File: src/rtl/ped_request_debouncer.sv
// ped_request_debouncer
//   Conditions the raw pedestrian push-button and turns each clean press into
//   a crossing request that is held until the traffic-light controller
//   acknowledges it. A hold-off window follows each acknowledge. Presses that
//   cannot be accepted are counted in a saturating 8-bit counter.
//
// Parameters
//   STABLE_CYCLES   consecutive synchronised cycles the button must differ
//                   from the debounced level before the level flips (>=1)
//   HOLDOFF_CYCLES  cycles after an acknowledge during which presses are
//                   rejected (0 = no hold-off)
//
// Ports
//   i_w_clk          system clock, rising edge
//   i_w_reset        asynchronous active-low reset
//   i_w_button       raw, asynchronous, bouncing button level (1 = pressed)
//   i_w_ack          request accepted by the controller
//   o_w_pressed      debounced button level
//   o_w_press_pulse  high for the first cycle o_w_pressed is 1
//   o_w_request      crossing request, held until acknowledged
//   o_w_drop_count   rejected presses, saturating at 255
module ped_request_debouncer #(
  parameter int STABLE_CYCLES  = 4,
  parameter int HOLDOFF_CYCLES = 8
) (
  input  logic       i_w_clk,
  input  logic       i_w_reset,
  input  logic       i_w_button,
  input  logic       i_w_ack,
  output logic       o_w_pressed,
  output logic       o_w_press_pulse,
  output logic       o_w_request,
  output logic [7:0] o_w_drop_count
);

  localparam int CNT_W  = $clog2(STABLE_CYCLES + 1);
  // The hold-off counter only ever holds HOLDOFF_CYCLES-1 down to 0.
  localparam int HOLD_W = (HOLDOFF_CYCLES > 1) ? $clog2(HOLDOFF_CYCLES) : 1;

  localparam logic [CNT_W-1:0]  CNT_LAST  = CNT_W'(STABLE_CYCLES - 1);
  localparam logic [HOLD_W-1:0] HOLD_LOAD =
    HOLD_W'((HOLDOFF_CYCLES > 0) ? (HOLDOFF_CYCLES - 1) : 0);

  typedef enum logic [1:0] {
    IDLE    = 2'd0,
    PENDING = 2'd1,
    HOLDOFF = 2'd2
  } state_t;

  logic              sync_meta_reg;
  logic              sync_s_reg;
  logic              debounced_reg;
  logic              debounced_q_reg;
  logic [CNT_W-1:0]  cnt_reg;
  state_t            state_reg;
  state_t            state_next;
  logic [HOLD_W-1:0] hold_cnt_reg;
  logic [HOLD_W-1:0] hold_cnt_next;
  logic              request_reg;
  logic [7:0]        drop_count_reg;
  logic              press_pulse;
  logic              drop;

  // Two-flop synchroniser for the asynchronous button.
  always_ff @(posedge i_w_clk or negedge i_w_reset) begin
    if (!i_w_reset) begin
      sync_meta_reg <= 1'b0;
      sync_s_reg    <= 1'b0;
    end else begin
      sync_meta_reg <= i_w_button;
      sync_s_reg    <= sync_meta_reg;
    end
  end

  // Stability counter: the level only flips after STABLE_CYCLES consecutive
  // disagreeing samples; any agreeing sample restarts the count.
  always_ff @(posedge i_w_clk or negedge i_w_reset) begin
    if (!i_w_reset) begin
      debounced_reg   <= 1'b0;
      debounced_q_reg <= 1'b0;
      cnt_reg         <= '0;
    end else begin
      debounced_q_reg <= debounced_reg;
      if (sync_s_reg == debounced_reg) begin
        cnt_reg <= '0;
      end else if (cnt_reg == CNT_LAST) begin
        debounced_reg <= sync_s_reg;
        cnt_reg       <= '0;
      end else begin
        cnt_reg <= cnt_reg + 1'b1;
      end
    end
  end

  assign press_pulse = debounced_reg & ~debounced_q_reg;

  // A press is rejected whenever the FSM is not idle, including the cycle in
  // which an acknowledge moves it out of PENDING.
  assign drop = press_pulse & (state_reg != IDLE);

  always_comb begin
    state_next    = state_reg;
    hold_cnt_next = hold_cnt_reg;
    unique case (state_reg)
      IDLE: begin
        if (press_pulse) begin
          state_next = PENDING;
        end
      end
      PENDING: begin
        if (i_w_ack) begin
          if (HOLDOFF_CYCLES == 0) begin
            state_next = IDLE;
          end else begin
            state_next    = HOLDOFF;
            hold_cnt_next = HOLD_LOAD;
          end
        end
      end
      HOLDOFF: begin
        if (hold_cnt_reg == '0) begin
          state_next = IDLE;
        end else begin
          hold_cnt_next = hold_cnt_reg - 1'b1;
        end
      end
      default: begin
        state_next = IDLE;
      end
    endcase
  end

  always_ff @(posedge i_w_clk or negedge i_w_reset) begin
    if (!i_w_reset) begin
      state_reg      <= IDLE;
      hold_cnt_reg   <= '0;
      request_reg    <= 1'b0;
      drop_count_reg <= '0;
    end else begin
      state_reg    <= state_next;
      hold_cnt_reg <= hold_cnt_next;
      // Registered decode, so the request tracks the state it will be in.
      request_reg  <= (state_next == PENDING);
      if (drop && (drop_count_reg != 8'hFF)) begin
        drop_count_reg <= drop_count_reg + 8'd1;
      end
    end
  end

  assign o_w_pressed     = debounced_reg;
  assign o_w_press_pulse = press_pulse;
  assign o_w_request     = request_reg;
  assign o_w_drop_count  = drop_count_reg;

endmodule

File: config.mk
export PLATFORM = sky130hd
export DESIGN_NAME = ped_request_debouncer
export DESIGN_NICKNAME = d
export VERILOG_FILES = /design/src/rtl/ped_request_debouncer.sv
export SDC_FILE = /design/constraint.sdc
export NUM_CORES = 1
export LEC_CHECK = 0
export BUFFER_PORTS_ARGS = -buffer_cell sky130_fd_sc_hd__buf_2
export CAP_MARGIN = 10
export CORE_UTILIZATION = 48
export DETAILED_ROUTE_END_ITERATION = 12
export PLACE_DENSITY = 0.72
export SLEW_MARGIN = 40
export SYNTH_ARGS = -nofsm -noshare
export SYNTH_HDL_FRONTEND = slang
export SYNTH_SLANG_ARGS = --single-unit
File: constraint.sdc
create_clock -name i_w_clk -period 1.4 [get_ports i_w_clk]
set_input_delay 0.21 -clock i_w_clk [delete_from_list [all_inputs] [get_ports i_w_clk]]
set_output_delay 0.21 -clock i_w_clk [all_outputs]
set_load 0.05 [all_outputs]
== Word-level counts from Yosys, hierarchy flattened ==
Cells that the tools add are included.

* $add $sub $neg: 3
* Eq/ne operators: 8
* Reduce and logical (&&, ||, !) cells: 7
* Bitwise logic cells: 4
* Multiplexer cells: 9

{| class="wikitable"
|+ Operators by type and width
! kind !! number
|-
| $mux W3 || 4
|-
| $add A8 B1 Y8 const B || 1
|-
| $ne A8 B8 Y1 const B || 1
|-
| $mux W2 || 3
|-
| $pmux W2 S3 || 1
|-
| $pmux W3 S2 || 1
|-
| $eq A2 B1 Y1 const B || 2
|-
| $ne A2 B2 Y1 const B || 2
|-
| $reduce_bool A2 Y1 || 2
|-
| $add A3 B1 Y3 const B || 1
|-
| $eq A3 B2 Y1 const B || 1
|-
| $logic_not A3 Y1 || 1
|-
| $reduce_and A3 Y1 || 1
|-
| $sub A3 B1 Y3 const B || 1
|-
| $and A1 B1 Y1 || 2
|-
| $eq A2 B2 Y1 const B || 1
|-
| $logic_not A2 Y1 || 1
|-
| $not A1 Y1 || 2
|-
| $reduce_and A2 Y1 || 1
|-
| $eq A1 B1 Y1 || 1
|-
| $logic_and A1 B1 Y1 || 1
|}

* Bits in registers: 21
* Word-level logic and storage cells: 40

== Depth between registers and ports, before layout ==
Gate-level depths: netlist of the first run.

* Depth after elaboration: 5
* Gate-level depth with buffers: 6

== Worst setup path before layout of the first run ==
Ideal clock, no wire load.

* Path kind: flip-flop to flip-flop
* From: register drop_count_reg[0] (netlist: o_w_drop_count[0])
* To: register drop_count_reg[6] (netlist: o_w_drop_count[6])
* Period minus slack after synthesis: 1.719 ns
* Data arrival time: 1.591 ns
* Cell stages (with the launch flop): 6
* Required time: 1.272 ns
* Slack: -0.319 ns
* Path through: dfrtp_1 ha_1 nand2_1 nor3_2 nand3_1 mux2_1

* Cells in the longest elaborated chain, start to end: 2
* Elaborated cells on any way between the ends: 3

{| class="wikitable"
|+ RTL lines
! item !! line !! text
|-
| start, declared || 60 || <nowiki>logic [7:0] drop_count_reg;</nowiki>
|-
| start signal, assigned || 145 || <nowiki>drop_count_reg <= drop_count_reg + 8'd1;</nowiki>
|-
| branches (longest 2 deep; another with $add A8 B1 Y8) || -- ||
|}

Parallel ways; which one is timed is not known.
A chain may end at the register's enable or synchronous reset.

== Worst setup path in the final report of the first run ==
* From: register drop_count_reg[0] (netlist: o_w_drop_count[0])
* To: register drop_count_reg[1] (netlist: o_w_drop_count[1])

The elaborated chain is that of the path after synthesis.

==> results of run 1 <==
==> critical path: stages, from the launching register on <==
cell	delay, ns
dfrtp_2	0.47
ha_4	0.18
nand2_4	0.09
nor2_2	0.06
a21boi_2	0.17
mux2_4	0.31
==> final timing paths <==
kind	start	end	slack, ns	cells after the start
worst max-delay path	o_w_drop_count[0]	o_w_drop_count[1]	0.02	5
worst min-delay path	i_w_ack	o_w_request	0.21	3
worst max register to register	o_w_drop_count[0]	o_w_drop_count[1]	0.02	5
worst min register to register	sync_meta_reg	sync_s_reg	0.37	0
max in group asynchronous	i_w_reset	o_w_drop_count[2]	0.69	2
min in group asynchronous	i_w_reset	cnt_reg[1]	0.37	2
==> through the flow <==
step                hold WS, ns  std cells  worst slack [ns]  util (%)
finish                    0.206        140            0.0211      69.0
global route              0.210        140           -0.0185      69.0
CTS                     0.00592        135           0.00420      65.7
detailed placement        0.191        129           -0.0105      62.7
global placement          0.184        129            0.0555      62.7
floorplan               -0.0856         87            -0.134         -
==> where the power goes <==
| group | internal, mW | switching [mW] | total, mW |
|---|---|---|---|
| combinational | 0.531 | 0.812 | 1.34 |
| clock | 0.108 | 0.190 | 0.298 |
| sequential | 0.809 | 0.194 | 1.00 |
==> per-layer routing <==
metal  share of wire, %  global-route usage, %  routed length, um
met5                  0                      0                  0
met4               0.77                   9.14                 15
met3                2.8                   3.85                 54
met2                 51                   33.6               1000
met1                 45                   24.7                880
==> area by class of cell <==
class / instances / share of cell area (%)
Multi-Input combinational cell: 61 / 38.3
Inverter: 4 / 1.20
Timing Repair Buffer: 25 / 13.0
Clock buffer: 3 / 1.79
Sequential cell: 21 / 42.5
Tap cell: 25 / 2.49
Clock inverter: 1 / 0.598
==> Yosys cell counts (all sizes together) <==
| master | number | area share [%] |
|---|---|---|
| dfrtp | 21 | 54 |
| nand2 | 12 | 4.6 |
| mux2 | 7 | 8.1 |
| nor2 | 6 | 3.1 |
| o21ai | 5 | 2.6 |
| a21oi | 4 | 2.1 |
| ha | 4 | 5.1 |
| inv | 4 | 1.5 |
| nand3 | 4 | 2.1 |
| nor3 | 3 | 3.2 |
| a21boi | 2 | 1.9 |
| nand2b | 2 | 2.1 |
| nor2b | 2 | 1.3 |
| nor3b | 2 | 1.5 |
| and2 | 1 | 0.64 |
| buf | 1 | 1.2 |
| nand4 | 1 | 0.64 |
| nor4 | 1 | 0.64 |
| o311ai | 1 | 0.90 |
| or2 | 1 | 0.64 |
| or3 | 1 | 0.64 |
| xnor2 | 1 | 0.90 |
| xor2 | 1 | 0.90 |
==> cell families (layout without fill, tap and decap cells) <==
logic type,count (synthesis),in the layout,synth area share (%)
AOI/OAI and AO/OA,12,12,7.44
xor gates and xnor gates,2,2,1.80
adders and majority gates,4,4,5.13
buffers and inverters,5,33,2.69
DFF,21,21,53.8
muxes,7,7,8.08
and+or+nand+nor,36,36,21.0
==> repair_timing <==
item	in CTS	in global routing
resized for setup	2	8
pin swaps	1	3
cloned	0	0
endpoints found under the hold margin	21	1
endpoints found under the setup margin	2	5
buffers inserted	1	4
hold buffers	1	1
==> results.toml, run 1 <==
[job]
cap_violations = 0

[layout]
layout_commonest_cell = "dfrtp_1"
syn_to_final_growth_pct = 28.7
nets = 124
regArea_um2 = 534
diodes = 0
drive_gt1_share_pct = 47.0
multi_input_area_um2 = 482
postLayoutCellArea_um2 = 1260
largest_register_ffs = 8
layout_common_cells = "dfrtp_1 (14), buf_2 (13), nand2_1 (11), buf_4 (9), dfrtp_2 (7)"
final.fill_count = 129

[placed_design]
dpl_cell_area_um2 = 1140
io_buffers = 14
place.gp.congestion = 0.843
dp_hpwl_um = 1340

[power_and_ir_drop]
peakVddDrop_uv = 1150
p_leak_nw = 0.588
p_per_area_nw_per_um2 = 2100
finalPower_mw = 2.64

[synth]
ys_ff_latch = 21
synth_cells = 87
syn_nets = 95
yosysWarnings = 0
syn-cell-area_um2 = 976
postSynthAreaPerCell_um2 = 11.2
yosysUniqueCellTypes = 29
seq_area_frac_synth_pct = 53.8

[global_routing]
grt_pass1_vias = 707
grt_max_degree = 22
grtUsageTotal_pct = 19.9
grt_overflow = 0
grt_pass1_wl_um = 2970
antenna_found_initial = 0

[die]
core-area_um2 = 1820
dieWidth_um = 47.1
die_height_um = 47.1
dieArea_um2 = 2220
rows = 15
initial_core_util_pct = 53.6
pin_count = 15

[cts]
clockBufferDepth = 2
cts_sinks = 21
cts_root_buf = "clkbuf_4"
tritoncts = "yes"
clkSlewWorstSetupHoldPaths_ns = 0.13
cts_buffers = 3
insertion_delay_ns = 0.30
cts-htree-levels = 1

[critical_path]
end_kind = "register"
startpoint_type = "register"
worstPathArrival_ns = 1.57
path_max_fanout = 4
worstPathRequired_ns = 1.59
crit_type = "reg2reg"

[sta]
final_max_slew_viol_count = 0
finalCritPeriodShare_pct = 98.5
tns_ns = 0
setup_viol = 0
rsz0062_at_grt = "true"
final.min_clock_period_ns = 1.38
hold_violations = 0
clock.fmax_ghz = 0.725
worst_slew_pin_slew_ns = 0.453
max-slew-margin-rel_pct = 69.8
final.setup_skew_ns = 0.00539

[routing]
drc = 0
drt-vias-per-instance = 5.21
final_antenna_net_count = 0
drtIter0Drc = 7
routed_wl_um = 1950
wl_per_cell_um = 14.0
vias = 730
dr.pass1.iters = 4

[min_path]
hp-class = "in2reg"

[status]
status = "completed"
Power figures use the tool's default switching activity.
==> run 2, diff against run 1 <==
--- a/config.mk
+++ b/config.mk
@@ -7,9 +7,10 @@
 export LEC_CHECK = 0
 export BUFFER_PORTS_ARGS = -buffer_cell sky130_fd_sc_hd__buf_2
 export CAP_MARGIN = 10
-export CORE_UTILIZATION = 48
+export CORE_UTILIZATION = 50
 export DETAILED_ROUTE_END_ITERATION = 12
 export PLACE_DENSITY = 0.72
+export SETUP_SLACK_MARGIN = 0.4
 export SLEW_MARGIN = 40
 export SYNTH_ARGS = -nofsm -noshare
 export SYNTH_HDL_FRONTEND = slang
==> constraint.sdc (replaced) <==
create_clock -name i_w_clk -period 1.5 [get_ports i_w_clk]
set_input_delay 0.225 -clock i_w_clk [delete_from_list [all_inputs] [get_ports i_w_clk]]
set_output_delay 0.225 -clock i_w_clk [all_outputs]
set_load 0.05 [all_outputs]
==> run 2 against run 1 <==
Effect of this change:
- hold slack got worse by 0.19 ns
- final cell count is 8.6% higher
- die area is 3.8% lower
- critical path type is now reg2out
- sequential power barely moved
- count of clock-buffer cells in the layout up 1
- critical endpoint is now o_w_press_pulse
- sequential share of layout area decreased by 8.6 points
- utilization up 19 points
- setup slack improved by 0.070 ns
- routed wire length up 45%
- power up 17%
- critical path depth down 2
- largest power group unchanged
==> results.toml, run 2 (synthesis gave the netlist of run 1 again) <==
[layout]
multi_input_area_um2 = 606
syn_to_final_growth_pct = 61.5
drive_gt1_share_pct = 69.3
final.fill_count = 77
nets = 136
postLayoutCellArea_um2 = 1580
layout_commonest_cell = "buf_6"
regArea_um2 = 536
largest_register_ffs = 8
diodes = 0
fin_util_pct = 88.4
layout_common_cells = "buf_6 (17), dfrtp_1 (13), buf_4 (13), nand2_1 (8), dfrtp_2 (8)"

[cts]
cts_sinks = 21
insertion_delay_ns = 0.31
cts_buffers = 3
cts_root_buf = "clkbuf_4"
clockBufferDepth = 2
cts-htree-levels = 1
tritoncts = "yes"
clkSlewWorstSetupHoldPaths_ns = 0.12

[global_routing]
use_met1_pct = 29.9
grt_overflow = 0
grt_pass1_vias = 788
grt_pass1_wl_um = 3460
grt_max_degree = 22
top_usage_layer = "met2"
met3_usage_pct = 3.14
antenna_found_initial = 0
use_met2_pct = 39.7
grtUsageTotal_pct = 24.3

[sta]
max-slew-margin-rel_pct = 67.8
hold_violations = 0
clock.fmax_ghz = 0.710
final.setup_skew_ns = 0.00463
finalCritPeriodShare_pct = 93.9
setup_viol = 0
final_max_slew_viol_count = 0
hold_ws_ns = 0.0126
rsz0062_at_grt = "true"
worst_slew_pin_slew_ns = 0.482
tns_ns = 0
final.min_clock_period_ns = 1.41

[power_and_ir_drop]
peakVddDrop_uv = 1680
p_leak_nw = 0.695
finalPower_mw = 3.09
p_per_area_nw_per_um2 = 1960

[status]
status = "completed"

[job]
cap_violations = 0

[die]
pin_count = 15
dieWidth_um = 46.2
rows = 15
initial_core_util_pct = 54.7
dieArea_um2 = 2130
core-area_um2 = 1780
die_height_um = 46.2

[routing]
vias = 869
drt-vias-per-instance = 5.72
routed_wl_um = 2830
wl_per_cell_um = 18.6
final_antenna_net_count = 0
drtIter0Drc = 11
drc = 0
dr.pass1.iters = 4

[critical_path]
path_max_fanout = 5
worstPathRequired_ns = 1.27
end_kind = "primary output"
rrSetupSlack_ns = 0.10
startpoint_type = "register"
worstPathArrival_ns = 1.18
crit_type = "reg2out"

[placed_design]
io_buffers = 14
dpl_cell_area_um2 = 1140
place.gp.congestion = 0.822
dp_hpwl_um = 1200

[min_path]
hp-class = "in2reg"
run 2: changes by cell type in the layout (fill, tap and decap cells not counted), moves of 3 or more:
cell and change:
buf_8 +3, nand2_1 -3, buf_2 -10, nand2_2 +3
buf_6 +16, buf_4 +4
run 2: metal layers:
| metal | part of all wire, % | vias to the layer above |
|---|---|---|
| met3 | 4.2 | 17 |
| met5 | 0 | - |
| met4 | 4.8 | 0 |
| li1 | - | 377 |
| met2 | 52 | 40 |
| met1 | 39 | 435 |
run 2: what timing repair did:
action,4_1_cts,5_1_grt
setup endpoints to repair,22,29
hold endpoints to repair,21,0
gates resized for setup,39,31
setup buffers,13,7
pin swaps,13,11
hold buffers,1,0
run 2: area by class of cell:
| class | instances | area share (%) |
|---|---|---|
| well taps | 25 | 1.98 |
| clock buffers | 4 | 1.67 |
| flip-flops and latches | 21 | 34.0 |
| repair buffers | 37 | 22.8 |
| inverters | 4 | 1.19 |
| multi-input cells | 61 | 38.4 |
run 2: report_power, final:
part           internal, mW  leakage (nW)  switching [mW]  total (mW)
Sequential            0.757         0.254           0.217       0.974
Clock                 0.104        0.0150           0.182       0.286
Combinational         0.858         0.426           0.976        1.83
run 2: final timing paths:
check | from | to | depth (start not counted)
worst max-delay path | o_w_pressed | o_w_press_pulse | 3
worst min-delay path | i_w_button | sync_meta_reg | 1
worst max register to register | o_w_drop_count[0] | o_w_drop_count[1] | 5
worst min register to register | sync_meta_reg | sync_s_reg | 0
max in group asynchronous | i_w_reset | o_w_pressed | 2
min in group asynchronous | i_w_reset | o_w_drop_count[7] | 2
run 2: worst max-delay path, stage by stage (launching register included):
cell	delay, ns
dfrtp_2	0.45
nand2b_4	0.15
clkinvlp_4	0.12
buf_6	0.16
run 2: through the flow:
stage                     cells  setup slack (ns)
after floorplan              87           -0.0337
after global placement      127            0.0955
after detailed placement    127            0.0863
after CTS                   145             0.129
after global routing        152            0.0569
final                       152            0.0915
